`src/rtl/pdu_pkg.sv`:
```
// +-----------------------------------------------------------------------+
// | pdu_pkg : shared PDU types (key debouncer state encoding)              |
// | Revision: 1.0                                                          |
// +-----------------------------------------------------------------------+
`default_nettype none

package pdu_pkg;

   typedef enum logic [1:0] {
      KS_IDLE      = 2'd0,
      KS_PRESS_CHK = 2'd1,
      KS_HELD      = 2'd2,
      KS_REL_CHK   = 2'd3
   } ks_state_t;

endpackage

`default_nettype wire

```
`src/rtl/key_debounce_ch.sv`:
```
// +-----------------------------------------------------------------------+
// | key_debounce_ch : one debounced key channel, optional auto-repeat      |
// | (KEY_DEBOUNCE_REPEAT_EN). Revision: 1.0                                |
// +-----------------------------------------------------------------------+
`default_nettype none

module key_debounce_ch
   import pdu_pkg::*;
#(
   parameter int STABLE       = 4,
   parameter int REPEAT_DELAY = 50,
   parameter int REPEAT_RATE  = 10
) (
   input  logic clk,
   input  logic rstn,
   input  logic tick,
   input  logic s,
   output logic level,
   output logic pulse
);

   localparam int CW = $clog2(STABLE);
   localparam logic [CW-1:0] CNT_LAST = CW'(STABLE - 1);

   generate
      if (STABLE < 2 || STABLE > 255 || REPEAT_DELAY < 1 || REPEAT_RATE < 1) begin : g_bad_cfg
         $error("key_debounce_ch: parameter out of range");
      end
   endgenerate

   ks_state_t     state, state_nxt;
   logic [CW-1:0] cnt, cnt_nxt;
   logic          level_nxt, pulse_nxt;

`ifdef KEY_DEBOUNCE_REPEAT_EN
   localparam int RMAX = (REPEAT_DELAY > REPEAT_RATE) ? REPEAT_DELAY : REPEAT_RATE;
   localparam int RW   = $clog2(RMAX + 1);

   logic [RW-1:0] rcnt, rcnt_nxt, rcnt_inc, rtarget;
   logic          rphase, rphase_nxt;

   // rphase=0 waits out the initial delay, rphase=1 paces subsequent repeats
   assign rcnt_inc = rcnt + 1'b1;
   assign rtarget  = rphase ? RW'(REPEAT_RATE) : RW'(REPEAT_DELAY);
`endif

   always_comb begin
      state_nxt = state;
      cnt_nxt   = cnt;
      level_nxt = level;
      pulse_nxt = 1'b0;
`ifdef KEY_DEBOUNCE_REPEAT_EN
      rcnt_nxt   = rcnt;
      rphase_nxt = rphase;
`endif
      if (tick) begin
         case (state)
            KS_IDLE: begin
               if (s) begin
                  state_nxt = KS_PRESS_CHK;
                  cnt_nxt   = CW'(1);
               end
            end
            KS_PRESS_CHK: begin
               if (!s) begin
                  state_nxt = KS_IDLE;
                  cnt_nxt   = '0;
               end else if (cnt == CNT_LAST) begin
                  state_nxt = KS_HELD;
                  cnt_nxt   = '0;
                  level_nxt = 1'b1;
                  pulse_nxt = 1'b1;
`ifdef KEY_DEBOUNCE_REPEAT_EN
                  rcnt_nxt   = '0;
                  rphase_nxt = 1'b0;
`endif
               end else begin
                  cnt_nxt = cnt + 1'b1;
               end
            end
            KS_HELD: begin
               if (!s) begin
                  state_nxt = KS_REL_CHK;
                  cnt_nxt   = CW'(1);
               end
`ifdef KEY_DEBOUNCE_REPEAT_EN
               else if (rcnt_inc == rtarget) begin
                  pulse_nxt  = 1'b1;
                  rcnt_nxt   = '0;
                  rphase_nxt = 1'b1;
               end else begin
                  rcnt_nxt = rcnt_inc;
               end
`endif
            end
            KS_REL_CHK: begin
               // A single high sample is a bounce: back to HELD without a pulse
               if (s) begin
                  state_nxt = KS_HELD;
                  cnt_nxt   = '0;
               end else if (cnt == CNT_LAST) begin
                  state_nxt = KS_IDLE;
                  cnt_nxt   = '0;
                  level_nxt = 1'b0;
`ifdef KEY_DEBOUNCE_REPEAT_EN
                  rcnt_nxt   = '0;
                  rphase_nxt = 1'b0;
`endif
               end else begin
                  cnt_nxt = cnt + 1'b1;
               end
            end
            default: begin
               state_nxt = KS_IDLE;
               cnt_nxt   = '0;
            end
         endcase
      end
   end

   always_ff @(posedge clk or negedge rstn) begin
      if (!rstn) begin
         state <= KS_IDLE;
         cnt   <= '0;
         level <= 1'b0;
         pulse <= 1'b0;
      end else begin
         state <= state_nxt;
         cnt   <= cnt_nxt;
         level <= level_nxt;
         pulse <= pulse_nxt;
      end
   end

`ifdef KEY_DEBOUNCE_REPEAT_EN
   always_ff @(posedge clk or negedge rstn) begin
      if (!rstn) begin
         rcnt   <= '0;
         rphase <= 1'b0;
      end else begin
         rcnt   <= rcnt_nxt;
         rphase <= rphase_nxt;
      end
   end
`endif

endmodule

`default_nettype wire

```
`src/rtl/key_debounce.sv`:
```
// +-----------------------------------------------------------------------+
// | key_debounce : W-channel push-button debouncer sampled on tick;        |
// | auto-repeat with KEY_DEBOUNCE_REPEAT_EN. Revision: 1.0                 |
// +-----------------------------------------------------------------------+
`default_nettype none

module key_debounce
   import pdu_pkg::*;
#(
   parameter int W            = 5,
   parameter int STABLE       = 4,
   parameter int REPEAT_DELAY = 50,
   parameter int REPEAT_RATE  = 10
) (
   input  logic         clk,
   input  logic         rstn,
   input  logic         tick,
   input  logic [W-1:0] key_in,
   output logic [W-1:0] key_level,
   output logic [W-1:0] key_pulse
);

   logic [W-1:0] sync_q1, sync_q2;

   // Synchronizer runs every clk so tick phase never widens the metastability window
   always_ff @(posedge clk or negedge rstn) begin
      if (!rstn) begin
         sync_q1 <= '0;
         sync_q2 <= '0;
      end else begin
         sync_q1 <= key_in;
         sync_q2 <= sync_q1;
      end
   end

   generate
      for (genvar i = 0; i < W; i++) begin : g_ch
         key_debounce_ch #(
            .STABLE       (STABLE),
            .REPEAT_DELAY (REPEAT_DELAY),
            .REPEAT_RATE  (REPEAT_RATE)
         ) u_ch (
            .clk   (clk),
            .rstn  (rstn),
            .tick  (tick),
            .s     (sync_q2[i]),
            .level (key_level[i]),
            .pulse (key_pulse[i])
         );
      end
   endgenerate

endmodule

`default_nettype wire

```
`config.mk`:
```
export PLATFORM = sky130hd
export DESIGN_NAME = key_debounce
export DESIGN_NICKNAME = d
export VERILOG_FILES = /design/src/rtl/pdu_pkg.sv /design/src/rtl/key_debounce_ch.sv /design/src/rtl/key_debounce.sv
export SDC_FILE = /design/constraint.sdc
export NUM_CORES = 1
export LEC_CHECK = 0
export BUFFER_PORTS_ARGS = -buffer_cell sky130_fd_sc_hd__clkbuf_2
export CAP_MARGIN = 10
export CORE_MARGIN = 5
export CORE_UTILIZATION = 44
export CTS_CLUSTER_DIAMETER = 200
export CTS_CLUSTER_SIZE = 10
export DETAILED_ROUTE_END_ITERATION = 7
export PLACE_DENSITY = 0.62
export SETUP_SLACK_MARGIN = 0.2
export SLEW_MARGIN = 20
export SYNTH_ARGS = -nofsm -noshare
export SYNTH_HDL_FRONTEND = slang
export SYNTH_HIERARCHICAL = 1
export SYNTH_SLANG_ARGS = --single-unit
```
`constraint.sdc`:
```
create_clock -name clk -period 2.8 [get_ports clk]
set_input_delay 0.42 -clock clk [delete_from_list [all_inputs] [get_ports clk]]
set_output_delay 0.42 -clock clk [all_outputs]
set_load 0.05 [all_outputs]
```
# After elaboration in Yosys (flattened, before gate mapping)
# Index checks and enable logic that the tools add are counted.
[totals] reg_bits=40 input_bits=8 out_inout_bits=10 elab_cells=217
[op_classes] add_sub_neg=5 eq_ne=60 n_mux=105 n_reduce_logical=25
[ops] op="2-bit two-way mux" n=50
[ops] op="2-bit one-hot mux with 4 select lines" n=10
[ops] op="1-bit two-way mux" n=40
[ops] op="2-bit inequality test, second input constant" n=20
[ops] op="2-bit equality test, second input constant" n=15
[ops] op="3-bit by 2-bit inequality test with 1-bit output, second input constant" n=10
[ops] op="6-bit AND reduction" n=5
[ops] op="5-bit AND reduction" n=5
[ops] op="2-bit by 1-bit inequality test with 1-bit output, second input constant" n=10
[ops] op="3-bit AND reduction" n=5
[ops] op="2-bit by 1-bit adder with 2-bit output, second input constant" n=5
[ops] op="2-bit by 1-bit equality test with 1-bit output, second input constant" n=5
[ops] op="2-bit logical NOT" n=5
[ops] op="1-bit one-hot mux with 2 select lines" n=5
[ops] op="2-bit nonzero test" n=5

# Logic depth before layout (Yosys ltp)
# Gate-level depths: netlist of run 1.
[logic_depth] word_depth=5 ltp_mapped=4 mapped_depth_nobuf=4

# Modules after synthesis
# The synthesis of run 1 kept the hierarchy.
[modules_own_cells] module="key_debounce_ch" instances=5 cells_each=29 area_per_inst_um2=294.0 seq_area_each_um2=150.1
[modules_own_cells] module="key_debounce" instances=1 cells_each=10 area_per_inst_um2=250.2 seq_area_each_um2=250.2

# Worst setup path after synthesis of run 1
# No wires, ideal clock.
[synth_path] path_kind="register -> register" start="register sync_q2[0]" end="register g_ch[0].u_ch.cnt[1]" setup_time_ps=122 arrival_ps=969 path_slack_ps=1710 stages_incl_launch_ff=4 n_path_buf=0 synth_period_minus_slack_ps=1090 cell_sequence="dfrtp_1 -> xor2_1 -> and2_1 -> a32o_1"
[synth_via] elab_chain_cells=2 elab_cells_between_ends=6 cone_classes="eq/ne (2); mux (3); reduce/logical (1)"
[synth_lines] element="from (decl)" line="key_debounce.sv:23" text="logic [W-1:0] sync_q1, sync_q2;"
[synth_lines] element="from (signal assigned)" line="key_debounce.sv:32" text="sync_q2 <= sync_q1;"
[synth_lines] element="2-bit two-way mux, or another cell as far along" line="key_debounce_ch.sv:98" text="if (s) begin"
[synth_lines] element="2-bit one-hot mux with 4 select lines or 3-bit AND reduction (tied branches)"
[synth_lines] element="to (signal assigned)" line="key_debounce_ch.sv:129" text="cnt <= cnt_nxt;"
[synth_lines] element="to (decl)" line="key_debounce_ch.sv:32" text="logic [CW-1:0] cnt, cnt_nxt;"
# Parallel ways exist; a longest one is shown, timed or not.
# A chain may end at the register's enable or synchronous reset.

# Worst setup path in the final report of run 1
[layout_path] start="register g_ch[3].u_ch.level" end="output key_level[3]"
[layout_lines] element="from (decl)" line="key_debounce_ch.sv:18" text="output logic level,"
[layout_lines] element="from (signal assigned)" line="key_debounce_ch.sv:130" text="level <= level_nxt;"
[layout_lines] element="to (decl)" line="key_debounce.sv:19" text="output logic [W-1:0] key_level,"
# No word-level cell between the ends.

==> impl_metrics.json, run 1 <==
{
  "outcome": "finished, final reports clean",
  "endpoint": "key_level[3]",
  "syn_nets": 173,
  "critical_path.cell_chain": "clkbuf_2",
  "die_h_um": 72.5,
  "synthTopCellsByArea": "dfrtp_1, ha_1, nand2_1",
  "wl_per_cell_um": 13.2,
  "synth_top_family_by_area": "compound AO/OA/AOI/OAI gates",
  "relSlewSlack_pct": 43.0,
  "startpoint_type": "flip-flop",
  "antenna_left": 0,
  "setup_tns_ns": 0,
  "synth-seq-cells": 40,
  "finalCritPeriodShare_pct": 49.7,
  "grt_max_degree": 41,
  "grt_pass1_vias": 1313,
  "path_clk_slew_ns": 0.08,
  "worstReg2RegStart": "g_ch[2].u_ch/cnt[0]$_DFFE_PN0P_",
  "gp_congestion": 0.747,
  "grt_pass1_wl_um": 5580,
  "crit_required_ns": 2.38,
  "cts_tree": "done",
  "track_usage_pct": 13.7,
  "rows": 22,
  "drt_iter0_drc": 67,
  "synthMuxAreaShare_pct": 2.91,
  "synthCells": 155,
  "final_layout_size_suffix_gt1_share_pct": 16.7,
  "worstHoldPathType": "input pin to asynchronous set/reset pin",
  "slowest_delay_ns": 0.39,
  "h-tree-depth": 2,
  "routed_wl_um": 3020,
  "pre_cts_slack_ns": 1.20,
  "cts_root_buf": "clkbuf_8",
  "setup_violations": 0,
  "end_kind": "primary output",
  "dieArea_mm2": 0.00526,
  "grt_antenna_before_repair": 0,
  "finish.utilization_pct": 52.7,
  "synth-xor-area-share_pct": 2.55,
  "synthDistinctLibCells": 13,
  "die_w_um": 72.5,
  "syn_to_final_growth_pct": 13.8,
  "critPathTopFamily": "flip-flops",
  "synthesis.area_mm2": 0.00172,
  "gr-total-overflow": 0,
  "ys_top_cells_by_count": "dfrtp_1, nand2_1, o21ai_0",
  "cts_hold_repair.buffers": 0,
  "worstSetupStartpoint": "g_ch[3].u_ch/level$_DFFE_PN0P_",
  "yosysWarnings": 6,
  "synth_compound_area_share_pct": 14.2,
  "async_flop_share_pct": 100,
  "path_buf_inv": 1,
  "r2r_setup_slack_ns": 1.54,
  "synth-adder-area-share_pct": 7.27,
  "power_uw": 1760,
  "post_dp_cell_area_mm2": 0.00187,
  "critPathSlowestCell": "dfrtp_1",
  "power.density_mw_per_mm2": 897,
  "start_util_pct": 46.3,
  "synth_edf_count": 0,
  "post_cts_resized": 0,
  "pin_count": 18,
  "worstSkewPairLatency_ns": 0.29,
  "synth_most_common_cell": "dfrtp_1",
  "io_buffers": 17,
  "drv_cap": 0,
  "synth_top_area_share_pct": 58.2,
  "reg2reg_to": "g_ch[2].u_ch/level$_DFFE_PN0P_",
  "cts_buffers": 5,
  "setup_slack_ns": 1.41,
  "maxSlewViolCount": 0,
  "clock_sinks": 40,
  "dr.pass1.iters": 4,
  "yosys.area.top_type": "dfrtp_1",
  "crit_fanout": 3,
  "tightest_slew_ns": 0.855,
  "fp.coreArea_mm2": 0.00372,
  "ys_seq_area_share_pct": 58.2,
  "fillers": 338,
  "antenna_cells": 0,
  "yosys.area_share.simple_pct": 12.7,
  "worst-setup-path-type": "flip-flop to primary output",
  "ctsLongestPathBuffers": 2,
  "worstRegToRegCells": 3,
  "peakVddDrop_v": 0.000497,
  "syn_avg_cell_area_um2": 11.1,
  "finClkSkew_ns": 0.00270,
  "via_per_inst": 5.29,
  "layout_min_cycle_time_ns": 1.39,
  "drc": 0,
  "fmax_ghz": 0.719,
  "design_area_mm2": 0.00196,
  "worstPathArrival_ns": 0.97,
  "vias": 1207,
  "fin_nets": 197,
  "leakage_uw": 0.000911,
  "critical_path_cell_count": 1,
  "rsz0062_at_grt": "no",
  "cts_setup_buffers": 0,
  "dpl.hpwl_um": 2110,
  "hold_viol": 0,
  "ys.flop_type": "dfrtp_1"
}
[area by class of cell]
class | count | area [µm²] | share of cell area, %
clock inverter | 2 | 10.0 | 0.511
sequential | 40 | 1000 | 51.1
multi-input combinational | 105 | 682 | 34.8
timing repair buffer | 17 | 85.1 | 4.35
inverter | 10 | 37.5 | 1.92
clock buffer | 6 | 82.6 | 4.22
tap | 48 | 60.1 | 3.07
[cells by family (layout without fill, tap and decap cells)]
kind of cell,Yosys count,count (layout)
AND/OR/NAND/NOR,50,50
flip-flops,40,40
AO/OA/AOI/OAI,35,35
adder cells (fa/ha/maj),10,10
buffers and inverters,10,35
XOR/XNOR,5,5
multiplexers,5,5
[per-layer routing]
layer  track usage [%]  share of wire (%)  vias to the layer above
li1                  -                  -                      590
met1              14.9                 43                      587
met2              23.1                 50                       23
met3              5.12                5.1                        7
met4              6.97                2.4                        0
met5                 0                  0                        -
[per-stage QoR]
| stage | std cells | hold WS [ns] |
|---|---|---|
| 5_1_grt | 228 | 0.220 |
| 3_5_place_dp | 220 | 0.335 |
| 4_1_cts | 228 | 0.220 |
| 6_report | 228 | 0.231 |
| 2_1_floorplan | 155 | 0.124 |
| 3_3_place_gp | 220 | 0.334 |
[cells in the final DEF (no fill, tap or decap)]
cell,instances
o311ai_0,5
o21ai_0,20
a32o_1,5
inv_1,10
and2_1,5
mux2i_1,5
dfrtp_1,40
xor2_1,5
clkbuf_2,16
ha_1,10
nand2_1,30
nor3_1,5
nand3_1,10
o22a_2,5
buf_2,1
clkbuf_8,6
clkinv_2,2
[power breakdown]
group          switching, µW  internal [µW]  total, µW  leakage [µW]
clock                    194            197        390     0.0000510
combinational            236            224        459      0.000382
sequential               180            727        906      0.000478
[worst min path at each step]
stage	slack (ns)	startpoint	endpoint
4_1_cts	0.22	key_in[4]	sync_q1[4]$_DFF_PN0_
3_5_place_dp	0.33	sync_q1[0]$_DFF_PN0_	sync_q2[0]$_DFF_PN0_
6_report	0.23	rstn	asynchronous set/reset pin
2_1_floorplan	0.12	rstn	asynchronous set/reset pin
5_1_grt	0.22	key_in[4]	sync_q1[4]$_DFF_PN0_
3_3_place_gp	0.33	sync_q1[0]$_DFF_PN0_	sync_q2[0]$_DFF_PN0_
Power figures use the tool's default switching activity.
==> run 2, diff against run 1 <==
==> constraint.sdc (replaced) <==
create_clock -name clk -period 1.3 [get_ports clk]
set_input_delay 0.195 -clock clk [delete_from_list [all_inputs] [get_ports clk]]
set_output_delay 0.195 -clock clk [all_outputs]
set_load 0.05 [all_outputs]
==> run 2 against run 1 <==
Effect of this change:
- sequential power grew 120%
- register-to-register slack lost 1.3 ns
- core utilization grew 12 points
- critical path depth grew 2
- total power grew 150%
- global-route usage shrank 0.21 points
- clock skew grew 0.0024 ns
- worst hold slack lost 0.22 ns
- combinational power grew to 3.5 times the previous value
- first-iteration DRC count grew 21%
- via count grew 10%
- largest cell class unchanged
==> impl_metrics.json, run 2 (synthesis results as in run 1) <==
{
  "outcome": "finished, final reports clean",
  "crit_fanout": 3,
  "worstRegToRegCells": 3,
  "fillers": 290,
  "power.internal_uw": 2860,
  "clock_sinks": 40,
  "worstPathArrival_ns": 1.28,
  "final_layout_size_suffix_gt1_share_pct": 39.4,
  "gp_congestion": 0.787,
  "worstSkewPairLatency_ns": 0.28,
  "drc": 0,
  "ctsLongestPathBuffers": 2,
  "grt_max_degree": 41,
  "fin_nets": 225,
  "antenna_cells": 0,
  "power.density_mw_per_mm2": 1810,
  "maxSlewViolCount": 0,
  "reg2reg_to": "g_ch[0].u_ch/cnt[1]$_DFFE_PN0P_",
  "layout_min_cycle_time_ns": 1.10,
  "start_util_pct": 46.3,
  "mostFrequentLayoutCells": "dfrtp_1, nand2_1, buf_4",
  "grt_antenna_before_repair": 0,
  "p_switching_uw": 1520,
  "relSlewSlack_pct": 83.5,
  "post_dp_cell_area_mm2": 0.00191,
  "h-tree-depth": 2,
  "antenna_left": 0,
  "finClkSkew_ns": 0.00513,
  "r2r_setup_slack_ns": 0.20,
  "hold_viol": 0,
  "tightest_slew_ns": 0.249,
  "grt_pass1_vias": 1329,
  "path_clk_slew_ns": 0.07,
  "setup_tns_ns": 0,
  "leakage_uw": 0.00109,
  "via_per_inst": 5.21,
  "startpoint_type": "flip-flop",
  "cts_root_buf": "clkbuf_8",
  "worstHoldPathType": "input pin to flip-flop",
  "seqPwrFrac_pct": 44.5,
  "vias": 1333,
  "fmax_ghz": 0.905,
  "pwr-share-clk_pct": 18.9,
  "pin_count": 18,
  "routed_wl_um": 3410,
  "design_area_mm2": 0.00242,
  "fp.coreArea_mm2": 0.00372,
  "dr.pass1.iters": 4,
  "io_buffers": 17,
  "endpoint": "g_ch[0].u_ch/cnt[1]$_DFFE_PN0P_",
  "die_w_um": 72.5,
  "min_from": "key_in[4]",
  "cts_buffers": 5,
  "peakVddDrop_v": 0.000996,
  "gr-total-overflow": 0,
  "dieArea_mm2": 0.00526,
  "power_uw": 4380,
  "power_frac_comb_pct": 36.5,
  "die_h_um": 72.5,
  "worst-setup-path-type": "flip-flop to flip-flop",
  "crit_required_ns": 1.47,
  "syn_to_final_growth_pct": 40.7,
  "drt_iter0_drc": 81,
  "grt_pass1_wl_um": 5560,
  "drv_cap": 0,
  "end_kind": "flip-flop",
  "swShare_pct": 34.7,
  "track_usage_pct": 13.5,
  "dpl.hpwl_um": 2070,
  "finalCritPeriodShare_pct": 85.0,
  "setup_violations": 0,
  "rsz0062_at_grt": "yes",
  "wl_per_cell_um": 13.3,
  "rows": 22,
  "final_common_cell": "dfrtp_1",
  "cts_tree": "done"
}
-- run 2: changes by cell type in the layout (fill, tap and decap cells not counted), moves of 5 or more --
cell / previous run / this run
buf_4: 0 / 26
o21ai_0: 20 / 15
o311ai_0: 5 / 0
ha_1: 10 / 3
nand3_1: 10 / 5
clkbuf_2: 16 / 7
-- run 2: worst min path at each step --
stage | end | slack (ns) | depth (start not counted)
after CTS | sync_q1[3]$_DFF_PN0_ | 0.003 | 1
after detailed placement | asynchronous set/reset pin | 0.19 | 2
after global routing | sync_q1[3]$_DFF_PN0_ | 0.002 | 1
after floorplan | asynchronous set/reset pin | -0.10 | 0
after global placement | sync_q2[4]$_DFF_PN0_ | 0.18 | 2
final | sync_q1[4]$_DFF_PN0_ | 0.01 | 1
-- run 2: power by group through the flow --
stage / Sequential, µW / Combinational, µW / Clock [µW]
after floorplan: 1920 / 740 / 0
after global placement: 1940 / 946 / 0
after detailed placement: 1970 / 991 / 0
after CTS: 1860 / 1360 / 871
after global routing: 1990 / 1790 / 920
final: 1950 / 1600 / 829
-- run 2: layer usage --
metal / vias up / track usage [%] / share of wire, %
met3: 6 / 4.43 / 4.5
met1: 649 / 16.0 / 42
met2: 28 / 22.7 / 52
met5: - / 0 / 0
li1: 650 / - / -
met4: 0 / 4.92 / 1.4
-- run 2: critical path: stages, from the launching register on --
cell and delay, ns:
dfrtp_1 0.40, xor2_1 0.19, and2_1 0.16, a32o_1 0.24
-- run 2: area by class of cell --
class / count / area, µm² / share of cell area, %
Inverter: 10 / 37.5 / 1.55
Multi-Input combinational cell: 105 / 851 / 35.2
Tap cell: 48 / 60.1 / 2.48
Clock inverter: 2 / 10.0 / 0.414
Timing Repair Buffer: 45 / 378 / 15.6
Sequential cell: 40 / 1000 / 41.4
Clock buffer: 6 / 82.6 / 3.41
-- run 2: what timing repair did --
action / in CTS / in global routing
resized for setup: 24 / 37
gates cloned: 0 / 0
pin swaps: 16 / 11
hold buffers: 1 / 1
setup buffers: 16 / 8
endpoints found under the hold margin: 40 / 1
setup endpoints to repair: 22 / 22
-- run 2: per-stage QoR --
| step | utilization [%] | setup WS, ns | hold WS (ns) | instances |
|---|---|---|---|---|
| floorplan | - | 0.210 | -0.101 | 155 |
| global placement | 51.3 | 0.154 | 0.181 | 222 |
| detailed placement | 51.3 | 0.0268 | 0.188 | 222 |
| CTS | 59.3 | 0.191 | 0.00325 | 247 |
| global route | 65.1 | 0.137 | 0.00169 | 256 |
| finish | 65.1 | 0.195 | 0.0121 | 256 |
